**src/rtl/id_ex_reg_pkg.sv**
```systemverilog
// Shared encodings, opcode constants and the control bundle type for the ID/EX register.
package id_ex_reg_pkg;

    // Next-PC select; NPC_PC4 is the all-zero encoding so bubbles fall through sequentially.
    localparam logic [1:0] NPC_PC4  = 2'b00;
    localparam logic [1:0] NPC_BR   = 2'b01;
    localparam logic [1:0] NPC_JAL  = 2'b10;
    localparam logic [1:0] NPC_JALR = 2'b11;

    localparam logic [2:0] EXT_I  = 3'd0;
    localparam logic [1:0] WB_ALU = 2'd0;

    localparam int unsigned EXC_ILLEGAL_CODE = 2;

    localparam logic [6:0] OPC_RTYPE  = 7'b0110011;
    localparam logic [6:0] OPC_ITYPE  = 7'b0010011;
    localparam logic [6:0] OPC_LOAD   = 7'b0000011;
    localparam logic [6:0] OPC_JALR   = 7'b1100111;
    localparam logic [6:0] OPC_STORE  = 7'b0100011;
    localparam logic [6:0] OPC_BRANCH = 7'b1100011;
    localparam logic [6:0] OPC_LUI    = 7'b0110111;
    localparam logic [6:0] OPC_AUIPC  = 7'b0010111;
    localparam logic [6:0] OPC_JAL    = 7'b1101111;

    typedef struct packed {
        logic [2:0] sext_op;
        logic [1:0] npc_op;
        logic       ram_we;
        logic [1:0] ram_w_op;
        logic [2:0] mem_ext_op;
        logic [3:0] alu_op;
        logic [2:0] alu_f_op;
        logic       alu_a_sel;
        logic       alu_b_sel;
        logic       rd1_en;
        logic       rd2_en;
        logic       rf_we;
        logic [1:0] rf_wsel;
        logic       is_load;
        logic       invalid_instruction;
    } ctrl_t;

    // Every supported opcode ends in 2'b11, so a match also implies a 32-bit encoding.
    function automatic logic opcode_legal(input logic [6:0] opc);
        logic legal;
        case (opc)
            OPC_RTYPE, OPC_ITYPE, OPC_LOAD, OPC_JALR, OPC_STORE,
            OPC_BRANCH, OPC_LUI, OPC_AUIPC, OPC_JAL: legal = 1'b1;
            default:                                  legal = 1'b0;
        endcase
        return legal;
    endfunction

endpackage

```
**src/rtl/pipe_field_reg.sv**
```systemverilog
// Pipeline field register: async reset value, stall hold, flush to bubble value.
module pipe_field_reg #(
    parameter int unsigned   W       = 1,
    parameter logic [W-1:0]  RST_VAL = '0,
    parameter logic [W-1:0]  BUB_VAL = '0
) (
    input  logic         clk,
    input  logic         rst_n,
    input  logic         stall,
    input  logic         flush,
    input  logic [W-1:0] d,
    output logic [W-1:0] q
);

    // Flush wins over stall so a redirect always kills the stage contents.
    always_ff @(posedge clk or negedge rst_n) begin
        if (!rst_n) begin
            q <= RST_VAL;
        end else if (flush) begin
            q <= BUB_VAL;
        end else if (!stall) begin
            q <= d;
        end
    end

endmodule

```
**src/rtl/id_ex_reg.sv**
```systemverilog
// ID/EX pipeline register: captures decode output, turns illegal instructions into
// exception-tagged bubbles with all architectural side effects suppressed.
module id_ex_reg
    import id_ex_reg_pkg::*;
#(
    parameter int unsigned XLEN        = 32,
    parameter int unsigned EXC_ILLEGAL = EXC_ILLEGAL_CODE
) (
    input  logic            clk,
    input  logic            rst_n,
    input  logic            stall,
    input  logic            flush,
    input  logic            id_valid,
    input  logic [31:0]     id_inst,
    input  logic [XLEN-1:0] id_pc,
    input  logic [XLEN-1:0] id_rd1,
    input  logic [XLEN-1:0] id_rd2,
    input  logic [XLEN-1:0] id_ext,
    input  logic [2:0]      id_sext_op,
    input  logic [1:0]      id_npc_op,
    input  logic            id_ram_we,
    input  logic [1:0]      id_ram_w_op,
    input  logic [2:0]      id_mem_ext_op,
    input  logic [3:0]      id_alu_op,
    input  logic [2:0]      id_alu_f_op,
    input  logic            id_alu_a_sel,
    input  logic            id_alu_b_sel,
    input  logic            id_rd1_en,
    input  logic            id_rd2_en,
    input  logic            id_rf_we,
    input  logic [1:0]      id_rf_wsel,
    input  logic            id_is_load,
    input  logic            id_invalid_instruction,
    output logic            ex_valid,
    output logic [31:0]     ex_inst,
    output logic [XLEN-1:0] ex_pc,
    output logic [XLEN-1:0] ex_pc4,
    output logic [XLEN-1:0] ex_rd1,
    output logic [XLEN-1:0] ex_rd2,
    output logic [XLEN-1:0] ex_ext,
    output logic [4:0]      ex_rd,
    output logic [4:0]      ex_rs1,
    output logic [4:0]      ex_rs2,
    output logic [2:0]      ex_sext_op,
    output logic [1:0]      ex_npc_op,
    output logic            ex_ram_we,
    output logic [1:0]      ex_ram_w_op,
    output logic [2:0]      ex_mem_ext_op,
    output logic [3:0]      ex_alu_op,
    output logic [2:0]      ex_alu_f_op,
    output logic            ex_alu_a_sel,
    output logic            ex_alu_b_sel,
    output logic            ex_rd1_en,
    output logic            ex_rd2_en,
    output logic            ex_rf_we,
    output logic [1:0]      ex_rf_wsel,
    output logic            ex_is_load,
    output logic            ex_invalid_instruction,
    output logic            ex_exc_valid,
    output logic [3:0]      ex_exc_cause,
    output logic [31:0]     ex_exc_tval
);

    localparam int unsigned CTX_W  = 1 + 32 + 2 * XLEN;
    localparam int unsigned DATA_W = 3 * XLEN;
    localparam int unsigned REGS_W = 15;
    localparam int unsigned CTRL_W = $bits(ctrl_t);
    localparam int unsigned EXC_W  = 1 + 4 + 32;

    logic              illegal;
    logic [CTX_W-1:0]  ctx_d,  ctx_q;
    logic [DATA_W-1:0] data_d, data_q;
    logic [REGS_W-1:0] regs_d, regs_q;
    ctrl_t             ctrl_d, ctrl_q;
    logic [EXC_W-1:0]  exc_d,  exc_q;

    // Build the load image; an empty ID slot loads the same all-zero bubble as a flush.
    always_comb begin
        illegal = id_invalid_instruction | ~opcode_legal(id_inst[6:0]);

        ctrl_d = '{
            sext_op:             id_sext_op,
            npc_op:              id_npc_op,
            ram_we:              id_ram_we,
            ram_w_op:            id_ram_w_op,
            mem_ext_op:          id_mem_ext_op,
            alu_op:              id_alu_op,
            alu_f_op:            id_alu_f_op,
            alu_a_sel:           id_alu_a_sel,
            alu_b_sel:           id_alu_b_sel,
            rd1_en:              id_rd1_en,
            rd2_en:              id_rd2_en,
            rf_we:               id_rf_we,
            rf_wsel:             id_rf_wsel,
            is_load:             id_is_load,
            invalid_instruction: id_invalid_instruction
        };
        if (illegal) begin
            ctrl_d.rf_we   = 1'b0;
            ctrl_d.ram_we  = 1'b0;
            ctrl_d.is_load = 1'b0;
            ctrl_d.npc_op  = NPC_PC4;
        end

        ctx_d  = {1'b1, id_inst, id_pc, id_pc + XLEN'(4)};
        data_d = {id_rd1, id_rd2, id_ext};
        // A non-writing instruction carries rd=0 so forwarding can never match it.
        regs_d = {(ctrl_d.rf_we ? id_inst[11:7] : 5'd0), id_inst[19:15], id_inst[24:20]};
        exc_d  = illegal ? {1'b1, 4'(EXC_ILLEGAL), id_inst} : '0;

        if (!id_valid) begin
            ctrl_d = '0;
            ctx_d  = '0;
            data_d = '0;
            regs_d = '0;
            exc_d  = '0;
        end
    end

    // Reset and bubble encodings are all-zero (NPC_PC4, EXT_I, WB_ALU included).
    pipe_field_reg #(.W(CTX_W), .RST_VAL('0), .BUB_VAL('0)) u_ctx (
        .clk(clk), .rst_n(rst_n), .stall(stall), .flush(flush), .d(ctx_d), .q(ctx_q)
    );
    pipe_field_reg #(.W(DATA_W), .RST_VAL('0), .BUB_VAL('0)) u_data (
        .clk(clk), .rst_n(rst_n), .stall(stall), .flush(flush), .d(data_d), .q(data_q)
    );
    pipe_field_reg #(.W(REGS_W), .RST_VAL('0), .BUB_VAL('0)) u_regs (
        .clk(clk), .rst_n(rst_n), .stall(stall), .flush(flush), .d(regs_d), .q(regs_q)
    );
    pipe_field_reg #(.W(CTRL_W), .RST_VAL('0), .BUB_VAL('0)) u_ctrl (
        .clk(clk), .rst_n(rst_n), .stall(stall), .flush(flush), .d(ctrl_d), .q(ctrl_q)
    );
    pipe_field_reg #(.W(EXC_W), .RST_VAL('0), .BUB_VAL('0)) u_exc (
        .clk(clk), .rst_n(rst_n), .stall(stall), .flush(flush), .d(exc_d), .q(exc_q)
    );

    assign {ex_valid, ex_inst, ex_pc, ex_pc4}        = ctx_q;
    assign {ex_rd1, ex_rd2, ex_ext}                  = data_q;
    assign {ex_rd, ex_rs1, ex_rs2}                   = regs_q;
    assign {ex_exc_valid, ex_exc_cause, ex_exc_tval} = exc_q;

    assign ex_sext_op             = ctrl_q.sext_op;
    assign ex_npc_op              = ctrl_q.npc_op;
    assign ex_ram_we              = ctrl_q.ram_we;
    assign ex_ram_w_op            = ctrl_q.ram_w_op;
    assign ex_mem_ext_op          = ctrl_q.mem_ext_op;
    assign ex_alu_op              = ctrl_q.alu_op;
    assign ex_alu_f_op            = ctrl_q.alu_f_op;
    assign ex_alu_a_sel           = ctrl_q.alu_a_sel;
    assign ex_alu_b_sel           = ctrl_q.alu_b_sel;
    assign ex_rd1_en              = ctrl_q.rd1_en;
    assign ex_rd2_en              = ctrl_q.rd2_en;
    assign ex_rf_we               = ctrl_q.rf_we;
    assign ex_rf_wsel             = ctrl_q.rf_wsel;
    assign ex_is_load             = ctrl_q.is_load;
    assign ex_invalid_instruction = ctrl_q.invalid_instruction;

endmodule
```
**config.mk**
```make
export PLATFORM = sky130hd
export DESIGN_NAME = id_ex_reg
export DESIGN_NICKNAME = d
export VERILOG_FILES = /design/src/rtl/id_ex_reg_pkg.sv /design/src/rtl/pipe_field_reg.sv /design/src/rtl/id_ex_reg.sv
export SDC_FILE = /design/constraint.sdc
export NUM_CORES = 1
export LEC_CHECK = 0
export ABC_CLOCK_PERIOD_IN_PS = 1800
export CELL_PAD_IN_SITES_DETAIL_PLACEMENT = 1
export CELL_PAD_IN_SITES_GLOBAL_PLACEMENT = 1
export CORE_AREA = 2 2 180 182
export CTS_BUF_LIST = sky130_fd_sc_hd__clkbuf_2 sky130_fd_sc_hd__clkbuf_4 sky130_fd_sc_hd__clkbuf_8
export DETAILED_ROUTE_END_ITERATION = 6
export DIE_AREA = 0 0 182 184
export HOLD_SLACK_MARGIN = 0.06
export PLACE_DENSITY = 0.87
export SETUP_SLACK_MARGIN = 0.2
export SLEW_MARGIN = 10
export SYNTH_ARGS = -nofsm -noshare
export SYNTH_HDL_FRONTEND = slang
export SYNTH_SLANG_ARGS = --single-unit
```
**constraint.sdc**
```tcl
create_clock -name clk -period 1.8 [get_ports clk]
set_input_delay 0.45 -clock clk [delete_from_list [all_inputs] [get_ports clk]]
set_output_delay 0.45 -clock clk [all_outputs]
set_load 0.01 [all_outputs]
```
==> out/qor.yml <==
setup_path:
  required_ns: 2.22
  path_delay_family: "simple AND/OR/NAND/NOR gates"
  critPathKind: "in -> reg"
  arrival_ns: 2.00
  path_max_fanout: 7
  slowest_stage: "or4_4"
  crit_buf_inv: 2
  critPathCaptureType: "flip-flop"
  cp_cell_sequence: "buf_2 > nand4_1 > or4_4 > buf_6 > nor4_4 > xnor2_1 > o21ai_2"
  startpoint_type: "primary input"
  cpPeakStageDelay_ns: 0.67
clock_network:
  htreeDepth: 2
  cts.clk_slew.worst_paths_ns: 0.06
  clockBufferDepth: 3
  clk_latency_ns: 0.55
  cts_made_buffers: 45
  cts.sinks: 256
  cts-root-buf: "clkbuf_8"
  cts_tree: "built"
grt:
  grtUsageTotal: 0.240
  grt_max_degree: 59
  grt_pass1_wl_microns: 62100
  grt_pass1_vias: 10100
  antenna_found_initial: 5
  overflow: 0
power:
  power.total_w: 0.0139
  intPower_w: 0.0104
  leakage_nw: 8.24
  clkPwrFrac: 0.431
  swShare: 0.253
  p_comb_frac: 0.129
  switching_power_w: 0.00350
  p_per_area_nw_per_um2: 872
  seq_power_share: 0.440
  ir_drop_v: 0.000453
synth:
  ys_seq_area_frac: 0.658
  syn_inst: 718
  ys_types: 34
  yosys_register_bits: 256
  synthesis.area_sq_um: 9730
  synth_top_area_frac: 0.658
  synth_area_leaders: "dfrtp_1, a22o_1, a32o_1"
  synth_warnings: 0
  synth_top_cell_by_area: "dfrtp_1"
  avgSynthCellArea_sq_um: 13.6
timing:
  hold_violations: 0
  finalSetupViolations: 0
  rsz0062_at_grt: "true"
  fmax_mhz: 630
  post-route-min-period_ns: 1.59
  holdWs_ns: 0.227
  min_period_over_period: 0.882
  finalClockSkew_ns: 0
  slew_viol_final: 0
route:
  wl_met2_microns: 21600
  top_layer_used: "met5"
  wl_met1_microns: 15600
  drt_iter0_drc: 444
  drc: 0
  wl_met3_microns: 2880
  vias: 9011
  viasPerCell: 5.12
  drtPass1Iterations: 4
  drt-wirelength-per-cell_microns: 23.6
  drt-total-wl_microns: 41500
  final_antenna_net_count: 0
finish:
  layout_commonest_cell: "dfrtp_1"
  layout.cells.non_filler: 1759
  final_core_util: 0.507
  area_growth_pct: 63.5
  final_cell_mix: "dfrtp_1, buf_2, a22o_1"
  drive_gt1_frac: 0.411
  nets: 1509
floorplanning:
  num_rows: 65
  start_util: 0.310
  core_sq_um: 31400
  fp.dieH_microns: 184
  die_area_sq_um: 33500
  chipWidth_microns: 182
  ioPinCount: 464
run_status:
  run_status: "completed"
run:
  max_cap_viol_count: 0
worst_hold_path:
  hp-class: "in -> reg"
place:
  dp_hpwl_microns: 29200
  placed_cells: 1607
  port_buffers: 460
  gp_congestion: 0.826
per-layer routing:
layer | GRT usage | up-vias
li1 | - | 3907
met1 | 0.267 | 4609
met2 | 0.431 | 389
met3 | 0.0679 | 104
met4 | 0.0990 | 2
met5 | 0 | -
worst paths after layout:
path,startpoint,end,slack (ns),cells after the start
min in group asynchronous,rst_n,u_exc.q[30]$_DFFE_PN0P_,0.39,2
worst min-delay path,id_pc[12],u_ctx.q[44]$_DFFE_PN0P_,0.23,2
worst max-delay path,id_pc[15],u_ctx.q[25]$_DFFE_PN0P_,0.21,7
worst min register to register,u_ctx.q[9]$_DFFE_PN0P_,u_ctx.q[9]$_DFFE_PN0P_,0.48,2
max in group asynchronous,rst_n,u_data.q[66]$_DFFE_PN0P_,0.76,3
worst max register to register,u_ctx.q[81]$_DFFE_PN0P_,u_ctx.q[81]$_DFFE_PN0P_,0.81,3
state kept, by name (all words and copies together), names as in the netlist:
signal / flops
u_data.q: 96
u_ctx.q: 95
u_exc.q: 33
u_ctrl.q: 27
u_regs.q: 5
logic make-up (layout without fill, tap and decap cells):
family / count (synthesis) / after routing / synth area share
adder cells (fa/ha/maj): 1 / 1 / 0.00129
XOR/XNOR: 28 / 28 / 0.0252
other: 1 / 7 / 0.000385
buffers and inverters: 79 / 712 / 0.0374
AND/OR/NAND/NOR: 96 / 96 / 0.0540
flip-flops: 256 / 256 / 0.658
AO/OA/AOI/OAI: 257 / 257 / 0.224
through the flow:
stage	setup TNS, ns	worst slack [ns]	area [sq um]
2_1_floorplan	-0.0283	-0.0115	9830
3_3_place_gp	-35.24	-0.639	15600
3_5_place_dp	-46.94	-0.734	15600
4_1_cts	0	0.105	15900
5_1_grt	0	0.148	15900
6_report	0	0.213	15900
layout make-up:
cell class / instances / area [sq um]
Sequential cell: 256 / 6410
Multi-Input combinational cell: 385 / 3110
Fill cell: 3373 / 15500
Antenna cell: 4 / 10.0
Inverter: 3 / 11.3
Timing Repair Buffer: 625 / 4840
Tap cell: 402 / 503
Clock buffer: 79 / 1000
Clock inverter: 5 / 30.0
worst reg2reg max path, delay by kind of cell, from the launching register on:
family	cells	cell delay, ns
DFF	1	0.41
AOI/OAI and AO/OA	1	0.20
buffers and inverters	2	0.27
cells in the mapped netlist (all sizes together):
| library cell | instances |
|---|---|
| and2 | 3 |
| nand4 | 7 |
| nor2 | 6 |
| inv | 3 |
| nand3 | 11 |
| and3 | 1 |
| xnor2 | 19 |
| a32o | 26 |
| o21ai | 29 |
| ha | 1 |
| nor3 | 7 |
| nand3b | 2 |
| conb | 1 |
| buf | 23 |
| dfrtp | 256 |
| and4 | 1 |
| nor4 | 9 |
| a21o | 1 |
| a22o | 199 |
| nand2 | 45 |
| or4 | 1 |
| xor2 | 9 |
| a21oi | 1 |
| nor2b | 3 |
| clkbuf | 53 |
| o31ai | 1 |
power groups by stage:
stage	sequential, W	clock, W	combinational (W)
after CTS	0.00610	0.00611	0.00178
final	0.00611	0.00598	0.00179
after detailed placement	0.00621	0	0.00190
after global routing	0.00612	0.00639	0.00191
after floorplan	0.00628	0	0.000406
after global placement	0.00619	0	0.00185
timing repair:
item	4_1_cts	5_1_grt
setup endpoints to repair	312	142
hold endpoints to repair	31	0
setup buffers	43	19
cloned	0	1
pin swaps	7	15
gates resized for setup	943	146
hold buffers	1	0
Power figures use the tool's default switching activity.
